[src/rtl/sub_serial_if.sv]
// sub_serial_if: start/operand/result bundle for the bit-serial subtractor
interface sub_serial_if #(parameter int WIDTH = 8);
  logic             en;
  logic [WIDTH-1:0] a;
  logic [WIDTH-1:0] b;
  logic [WIDTH-1:0] out;
  logic             borrow_out;
  logic             done;
  logic             busy;
  modport master (output en, a, b, input out, borrow_out, done, busy);
  modport slave  (input en, a, b, output out, borrow_out, done, busy);
endinterface

[src/rtl/sub_serial.sv]
// sub_serial: LSB-first bit-serial a - b; define SUB_SERIAL_SAT_EN to clamp underflow to zero
module sub_serial #(
  parameter  int WIDTH = 8,
  localparam int CNT_W = $clog2(WIDTH)
) (
  input logic         clk,
  input logic         rst,
  sub_serial_if.slave bus
);
  typedef enum logic [1:0] {IDLE = 2'd0, SUB = 2'd1, DONE = 2'd2} state_t;
  state_t           state, nxt;
  logic [WIDTH-1:0] a_reg, b_reg, res;
  logic [CNT_W-1:0] count;
  logic             borrow, brw_out, done_r;
  logic             d, nb, last, start;
  assign d     = a_reg[0] ^ b_reg[0] ^ borrow;
  assign nb    = (~a_reg[0] & b_reg[0]) | (~(a_reg[0] ^ b_reg[0]) & borrow);
  assign last  = count == CNT_W'(WIDTH - 1);
  assign start = (state == IDLE || state == DONE) && bus.en;
  always_comb begin
    nxt = IDLE;
    nxt = (state == SUB) ? (last ? DONE : SUB) : (start ? SUB : IDLE);
  end
  always_ff @(posedge clk or posedge rst)
    if (rst) state <= IDLE;
    else     state <= nxt;
  always_ff @(posedge clk or posedge rst) begin
    if (rst) begin
      a_reg   <= '0;
      b_reg   <= '0;
      res     <= '0;
      count   <= '0;
      borrow  <= 1'b0;
      brw_out <= 1'b0;
      done_r  <= 1'b0;
    end else if (start) begin
      a_reg   <= bus.a;
      b_reg   <= bus.b;
      res     <= '0;
      count   <= '0;
      borrow  <= 1'b0;
      brw_out <= 1'b0;
      done_r  <= 1'b0;
    end else if (state == SUB) begin
`ifdef SUB_SERIAL_SAT_EN
      res     <= (last && nb) ? '0 : {d, res[WIDTH-1:1]};
`else
      res     <= {d, res[WIDTH-1:1]};
`endif
      a_reg   <= a_reg >> 1;
      b_reg   <= b_reg >> 1;
      borrow  <= nb;
      count   <= count + 1'b1;
      if (last) begin
        brw_out <= nb;
        done_r  <= 1'b1;
      end
    end else if (state == DONE) begin
      done_r  <= 1'b0;
    end
  end
  assign bus.out        = res;
  assign bus.borrow_out = brw_out;
  assign bus.done       = done_r;
  assign bus.busy       = state == SUB;
endmodule
[src/flat_wrapper.sv]
// flat-port wrapper written by rule: the top's interface ports become plain ports
module sub_serial_flat 
#(
  parameter  int WIDTH = 8,
  localparam int CNT_W = $clog2(WIDTH)
)
  (clk, rst, bus_en, bus_a, bus_b, bus_out, bus_borrow_out, bus_done, bus_busy);
  sub_serial_if #(.WIDTH(WIDTH)) bus_i ();
  input logic clk;
  input logic rst;
  input wire logic [$bits(bus_i.en)-1:0] bus_en;
  input wire logic [$bits(bus_i.a)-1:0] bus_a;
  input wire logic [$bits(bus_i.b)-1:0] bus_b;
  output wire logic [$bits(bus_i.out)-1:0] bus_out;
  output wire logic [$bits(bus_i.borrow_out)-1:0] bus_borrow_out;
  output wire logic [$bits(bus_i.done)-1:0] bus_done;
  output wire logic [$bits(bus_i.busy)-1:0] bus_busy;
  assign bus_i.en = bus_en;
  assign bus_i.a = bus_a;
  assign bus_i.b = bus_b;
  assign bus_out = bus_i.out;
  assign bus_borrow_out = bus_i.borrow_out;
  assign bus_done = bus_i.done;
  assign bus_busy = bus_i.busy;
  sub_serial #(.WIDTH(WIDTH)) u_core (.clk(clk), .rst(rst), .bus(bus_i));
endmodule
[config.mk]
export PLATFORM = sky130hd
export DESIGN_NAME = sub_serial_flat
export DESIGN_NICKNAME = d
export VERILOG_FILES = /design/src/rtl/sub_serial_if.sv /design/src/rtl/sub_serial.sv /design/src/flat_wrapper.sv
export SDC_FILE = /design/constraint.sdc
export NUM_CORES = 1
export LEC_CHECK = 0
export CAP_MARGIN = 20
export CORE_ASPECT_RATIO = 1.5
export CORE_UTILIZATION = 38
export DETAILED_ROUTE_END_ITERATION = 6
export GPL_ROUTABILITY_DRIVEN = 0
export HOLD_SLACK_MARGIN = 0.12
export PLACE_DENSITY_LB_ADDON = 0.25
export SYNTH_ARGS = -nofsm -noshare
export SYNTH_HDL_FRONTEND = slang
export SYNTH_SLANG_ARGS = --single-unit
[constraint.sdc]
create_clock -name clk -period 1.5 [get_ports clk]
set_input_delay 0.3 -clock clk [delete_from_list [all_inputs] [get_ports clk]]
set_output_delay 0.3 -clock clk [all_outputs]
set_load 0.05 [all_outputs]
### Word-level counts from Yosys, hierarchy flattened

Index checks and enable logic that the tools add are counted.

* flip-flop bits (word level): 32
* bits of input ports: 19
* output and inout port bits: 11
* logic and storage cells: 48

* add/sub/neg operators: 1
* eq/ne operators: 4
* mux-type cells: 20
* bitwise logic cells: 7
* reductions and logical operators: 8

Operator list (count)
* 8-bit 2-to-1 mux: 6
* 1-bit 2-to-1 mux: 10
* 3-bit 2-to-1 mux: 2
* 2-bit 2-to-1 mux: 2
* 2-bit AND reduction: 2
* 2-bit nonzero test: 2
* 3-bit by 1-bit adder with 3-bit output, second input constant: 1
* 3-bit == test, second input constant: 1
* 3-bit by 1-bit inequality test with 1-bit output, second input constant: 1
* 3-bit nonzero test: 1
* 1-bit bitwise AND: 2
* 2-bit by 1-bit == test with 1-bit output, second input constant: 1
* 2-bit == test, second input constant: 1
* 2-bit logical NOT: 1
* 1-bit NOT: 2
* 1-bit bitwise XOR: 2
* 1-bit logical AND: 1
* 1-bit logical OR: 1
* 1-bit bitwise OR: 1

### Depth between registers and ports, before layout

Gate-level depths: netlist of run 1.

* depth after elaboration: 7
* mapped depth: 7
* mapped depth without buffers: 5

### Least setup slack after synthesis of run 1

OpenSTA, ideal clock, no wires.

* kind: register -> register
* start: register u_core.state[1]
* end: register u_core.a_reg[0]
* library setup time: 123 ps
* arrival time: 1578 ps
* required time: 1377 ps
* setup slack: -201 ps
* cell stages (with the launch flop): 7
* buffers on the path: 2
* period minus slack after synthesis: 1701 ps
* cell sequence: dfrtp_1 > inv_1 > ha_1 > buf_2 > buf_4 > mux2i_1 > o21ai_1

* elaborated cells on any way between the ends: 7
* those cells by class: eq/ne (2); mux (1); reduce/logical (4)

RTL lines
* from (decl): RTL line sub_serial.sv:11 `state_t state, nxt;`
* from (signal assigned): RTL line sub_serial.sv:26 `else state <= nxt;`
* 2-bit by 1-bit == test with 1-bit output
* named net bus_busy: RTL line flat_wrapper.sv:17 `output wire logic [$bits(bus_i.busy)-1:0] bus_busy;`
* 2-bit nonzero test (no source line)
* to (signal assigned): RTL line sub_serial.sv:37 `a_reg <= bus.a;`
* to (signal assigned): RTL line sub_serial.sv:50 `a_reg <= a_reg >> 1;`
* to (decl): RTL line sub_serial.sv:12 `logic [WIDTH-1:0] a_reg, b_reg, res;`

The timed path passes the listed nets, and every way through them passes these cells.
A chain may end at the register's enable or synchronous reset.

### Worst setup path in the final report of run 1

* start: register u_core.state[0]
* end: output bus_busy

* word-level cells in the longest chain between the ends: 1

Ends and longest elaborated chain
* 2-bit by 1-bit == test with 1-bit output: RTL line sub_serial.sv:65 `assign bus.busy = state == SUB;`
* to (decl): RTL line flat_wrapper.sv:17

Every way passes these cells.

==> flow_summary.yaml, run 1 <==
run_status:
  status: "finished, final reports clean"
global_route:
  grt_overflow: 0
  grt_first_pass_wirelength_um: 4919
  antenna_found_initial: 0
  grt_max_degree: 33
  track_usage_pct: 16.44
  grt_pass1_vias: 1101
drt:
  drt_first_pass_iters: 3
  drc_errors: 0
  ant_nets: 0
  wl_um: 2888
  vias_per_cell: 4.883
  num_vias: 1045
  drt_iter0_drc: 10
  wl_per_cell_um: 13.50
floorplanning:
  rows: 27
  io_pins: 30
  die_h_um: 78.44
  dieArea_um2: 4154
  core_um2: 3682
  initial_utilization_pct: 40.20
  die_x_um: 52.96
power:
  clock_power_share_pct: 13.5
  pwr-share-comb_pct: 52.9
  power_uw: 4512
  leakage_uw: 0.001032
  p_per_area_nw_per_um2: 2179
  p_int_uw: 2764
  ir_worst_vdd_mv: 1.249
  seqPwrFrac_pct: 33.6
  p_sw_share_pct: 38.73
  switchingPower_uw: 1747
clock_tree:
  clockBufferDepth: 2
  insertion_delay_ps: 280
  h-tree-depth: 2
  root_buffer: "clkbuf_8"
  clock_sinks: 32
  clk_pin_slew_worst_paths_ps: 60
  cts_buffers: 5
  cts_tree: "yes"
yosys:
  yosys_warnings: 0
  ys_seq_elements: 32
  synth_fp_nets: 159
  avgSynthCellArea_um2: 11.05
  ys_seq_area_share_pct: 54.10
  synth_area_um2: 1480
  syn_inst: 134
  synth.distinct_cells: 20
sta:
  setup_slack_ps: 63.47
  slew-limit-headroom_pct: 78.16
  final.setup_skew_ps: 6.389
  max_freq_mhz: 696.1
  tns_ps: 0
  maxSlewViolCount: 0
  period_minus_slack_ps: 1437
  fin_crit_sh_pct: 95.77
  tightest_slew_ps: 324.1
  setup_violations: 0
  hold_viol_final: 0
  grt_setup_unrepaired: "false"
placement:
  dp_slack_ps: 42.49
  dpl.hpwl_um: 2011
  port_buffers: 29
finish:
  finalNetCount: 196
  num_antenna_cells: 0
  drive_gt1_share_pct: 16.96
  area_growth_pct: 39.90
setup_path:
  critPathMaxFanout: 6
  crit_required_ps: 1200
  cp-start-kind: "register"
  cp.arrival_ps: 1140
  endpoint_kind: "output pin"
  critical_path_class: "register to output pin"
job:
  drv_cap: 0
min_path:
  hold_class: "input port to async pin"
[cells in the mapped netlist (all sizes together)]
master   n  area [um^2]
o22a     1        8.760
ha       5        62.56
o21ai   15        75.07
mux2i   24        240.2
dfrtp   32        800.8
nor2    15        56.30
fa       1        20.02
nand3b   2        15.01
and2     1        6.260
xnor2    1        8.760
nand2   19        71.32
inv      4        15.01
o21a     2        15.01
a211oi   1        7.510
a21oi    1        5.000
buf      9        66.31
nand2b   1        6.260
[final timing paths]
path                                  from         endpoint  slack [ps]  cells after the start
setup / recovery           u_core.state[0]         bus_busy          60                      3
hold / removal                         rst  u_core.state[0]         360                      3
setup reg to reg           u_core.state[1]  u_core.b_reg[0]         120                      6
hold reg to reg            u_core.b_reg[7]  u_core.b_reg[7]         530                      2
max in group asynchronous              rst    u_core.borrow         970                      3
min in group clk           u_core.b_reg[7]  u_core.b_reg[7]         530                      2
[layout make-up]
type | count | area (um^2)
inverters | 4 | 15.01
flip-flops and latches | 32 | 800.8
multi-input cells | 89 | 610.6
repair buffers | 39 | 513.0
well taps | 43 | 53.80
fillers | 330 | 1612
clock buffers | 6 | 72.57
clock inverters | 1 | 5.005
[power groups by stage]
stage	Combinational (uW)	Clock (uW)	Sequential (uW)
after floorplan	1160	0	1790
after global placement	2260	0	1520
after detailed placement	2310	0	1530
after CTS	2400	637	1520
after global routing	2580	676	1570
final	2390	608	1520
[critical path, stage by stage (launching register included)]
cell	delay (ps)
dfrtp_1	370
buf_4	140
ha_4	190
buf_12	150
[cell families after synthesis]
logic type               after synthesis  synth area share (%)
multiplexers                          24                 16.23
flip-flops                            32                 54.10
adder cells (fa/ha/maj)                6                 5.579
AO/OA/AOI/OAI                         20                 7.523
buffers and inverters                 13                 5.494
AND/OR/NAND/NOR                       38                 10.48
XOR/XNOR                               1                0.5918
[metal layers]
metal / GRT usage [%] / vias to the layer above / part of all wire, %
met5: 0 / - / 0
li1: - / 517 / -
met1: 18.47 / 499 / 40
met4: 7.895 / 0 / 2.3
met3: 5.814 / 7 / 4.7
met2: 26.84 / 22 / 53
[cells in the final DEF, fill, tap and decap left out, drive strengths merged]
cell type      synthesis  final
a211oi                 1      1
a21oi                  1      1
and2                   1      1
buf                    9     21
clkbuf                 0      6
clkdlybuf4s50          0     18
clkinv                 0      1
dfrtp                 32     32
fa                     1      1
ha                     5      5
inv                    4      4
mux2i                 24     24
nand2                 19     19
nand2b                 1      1
nand3b                 2      2
nor2                  15     15
o21a                   2      2
o21ai                 15     15
o22a                   1      1
xnor2                  1      1
[what timing repair did]
item | 4_1_cts | 5_1_grt
hold endpoints to repair | 0 | 0
pin swaps | 1 | 1
hold buffers | 0 | 0
buffers inserted | 2 | 1
setup endpoints to repair | 1 | 14
resized for setup | 0 | 1
[per-stage QoR]
step                      hold slack (ps)  util, %  std cells  cell area (um^2)
after floorplan                     405.4        -        134              1493
after global placement              495.7    53.18        204              1958
after detailed placement            505.1    53.18        204              1958
after CTS                           363.1    56.03        213              2063
after global routing                370.5    56.24        214              2071
final                               357.4    56.24        214              2071
(Power assumes the default switching activity.)
==> run 2: changes to the inputs <==
--- a/config.mk
+++ b/config.mk
@@ -6,8 +6,11 @@
 export NUM_CORES = 1
 export LEC_CHECK = 0
 export CAP_MARGIN = 20
+export CELL_PAD_IN_SITES_DETAIL_PLACEMENT = 1
+export CELL_PAD_IN_SITES_GLOBAL_PLACEMENT = 2
 export CORE_ASPECT_RATIO = 1.5
-export CORE_UTILIZATION = 38
+export CORE_MARGIN = 1
+export CORE_UTILIZATION = 32
 export DETAILED_ROUTE_END_ITERATION = 6
 export GPL_ROUTABILITY_DRIVEN = 0
 export HOLD_SLACK_MARGIN = 0.12
==> run 2 against run 1 <==
The flow now finishes with violations (DRC). Flip-flop and latch count unchanged. Maximum frequency is 0.85% higher. Cell count up 2.3%. Critical path type unchanged. Largest cell class unchanged.
==> flow_summary.yaml, run 2 (synthesized netlist as in run 1, its figures left out) <==
power:
  switchingPower_uw: 1816
  p_int_uw: 2853
  p_sw_share_pct: 38.89
  leakage_uw: 0.001042
  p_per_area_nw_per_um2: 2224
  seqPwrFrac_pct: 32.6
  power_uw: 4668
  clock_power_share_pct: 14.9
  pwr-share-comb_pct: 52.5
  ir_worst_vdd_mv: 1.298
drt:
  ant_nets: 0
  wl_um: 3218
  vias_per_cell: 4.886
  drc_errors: 2
  drt_first_pass_iters: 7
  num_vias: 1070
  drt_iter0_drc: 27
  wl_per_cell_um: 14.69
sta:
  final.setup_skew_ps: 4.001
  tightest_slew_ps: 310.0
  max_freq_mhz: 702.1
  holdWs_ps: 356.2
  maxSlewViolCount: 0
  fin_crit_sh_pct: 94.96
  period_minus_slack_ps: 1424
  slew-limit-headroom_pct: 79.12
  hold_viol_final: 0
  setup_violations: 0
  setup_slack_ps: 75.64
clock_tree:
  h-tree-depth: 2
  clockBufferDepth: 2
  insertion_delay_ps: 290
  root_buffer: "clkbuf_8"
  cts_tree: "yes"
  hold_buffers: 0
  clk_pin_slew_worst_paths_ps: 70
  cts_buffers: 5
  clock_sinks: 32
floorplanning:
  die_x_um: 57.53
  initial_utilization_pct: 34.28
  io_pins: 30
  dieArea_um2: 4907
  core_um2: 4318
  rows: 29
  die_h_um: 85.30
finish:
  final_cell_mix: "dfrtp_1 (32), mux2i_1 (24), nand2_1 (19)"
  fin_area_um2: 2100
  drive_gt1_share_pct: 17.34
  finalNetCount: 197
  area_growth_pct: 41.84
  final_common_cell: "dfrtp_1"
  num_antenna_cells: 0
  stdcell_count: 219
setup_path:
  r2r_slack_ps: 120
  cp.arrival_ps: 1120
  crit_required_ps: 1200
  reg2reg_depth: 5
  endpoint_kind: "output pin"
  critical_path_class: "register to output pin"
  r2r_end: "u_core.a_reg[4]"
  critPathMaxFanout: 5
  cp-start-kind: "register"
  r2r-start: "u_core.state[1]"
global_route:
  grt_pass1_vias: 1201
  antenna_found_initial: 0
  grt_max_degree: 33
  grt_first_pass_wirelength_um: 5602
  track_usage_pct: 15.19
  grt_overflow: 0
run_status:
  status: "complete, but fails checks"
  violations: "DRC"
job:
  drv_cap: 0
min_path:
  hold_class: "input port to async pin"
placement:
  dp_cells: 208
  dp_slack_ps: -10.26
  dpl-instance-area_um2: 1982
  port_buffers: 29
  dpl.hpwl_um: 2308
## run 2: cell count changes in the layout (fill, tap and decap cells not counted)
cell / change
a211oi_1: -1
clkinv_2: -1
buf_4: +1
inv_2: -1
clkbuf_1: +1
a211oi_2: +1
inv_1: +1
clkbuf_8: +1
## run 2: timing repair
item / CTS / global route
setup endpoints to repair: 0 / 2
setup buffers: 0 / 3
resized for setup: 0 / 1
## run 2: worst max-delay path by stage
stage / start / endpoint / slack (ps) / cells after the start
final: u_core.state[0] / bus_busy / 80 / 3
after global routing: u_core.state[0] / u_core.a_reg[4] / -5 / 6
after CTS: u_core.state[1] / bus_busy / 10 / 3
after detailed placement: bus_en / u_core.a_reg[4] / -10 / 4
after global placement: bus_en / u_core.a_reg[4] / 50 / 4
after floorplan: u_core.state[1] / u_core.a_reg[0] / 70 / 6
## run 2: stage by stage
step	TNS [ps]	utilization, %
global route	-5.456	48.62
floorplan	0	-
finish	0	48.62
CTS	0	47.99
detailed placement	-10.26	45.90
global placement	0	45.90
## run 2: area by class of cell
cell class	count	area, um^2
well taps	46	57.56
clock buffers	8	90.09
flip-flops and latches	32	800.8
repair buffers	40	520.5
inverters	4	15.01
multi-input cells	89	615.6
fillers	460	2218
## run 2: worst max-delay path, cell delays in order (launching register included)
cell	delay [ps]
dfrtp_1	380
buf_4	140
ha_4	170
buf_12	150
## run 2: power by group through the flow
stage / logic [uW] / clock network (uW) / registers [uW]
finish: 2450 / 695 / 1520
CTS: 2420 / 728 / 1540
global placement: 2340 / 0 / 1520
detailed placement: 2400 / 0 / 1540
global route: 2670 / 746 / 1580
floorplan: 1160 / 0 / 1790
## run 2: metal layers
layer  wire (um)  vias up  GRT usage (%)
met5           0        -              0
met4          57        0          6.652
met3         196        5          5.183
met2        1740       26          26.22
met1        1223      520          16.50
li1            -      519              -
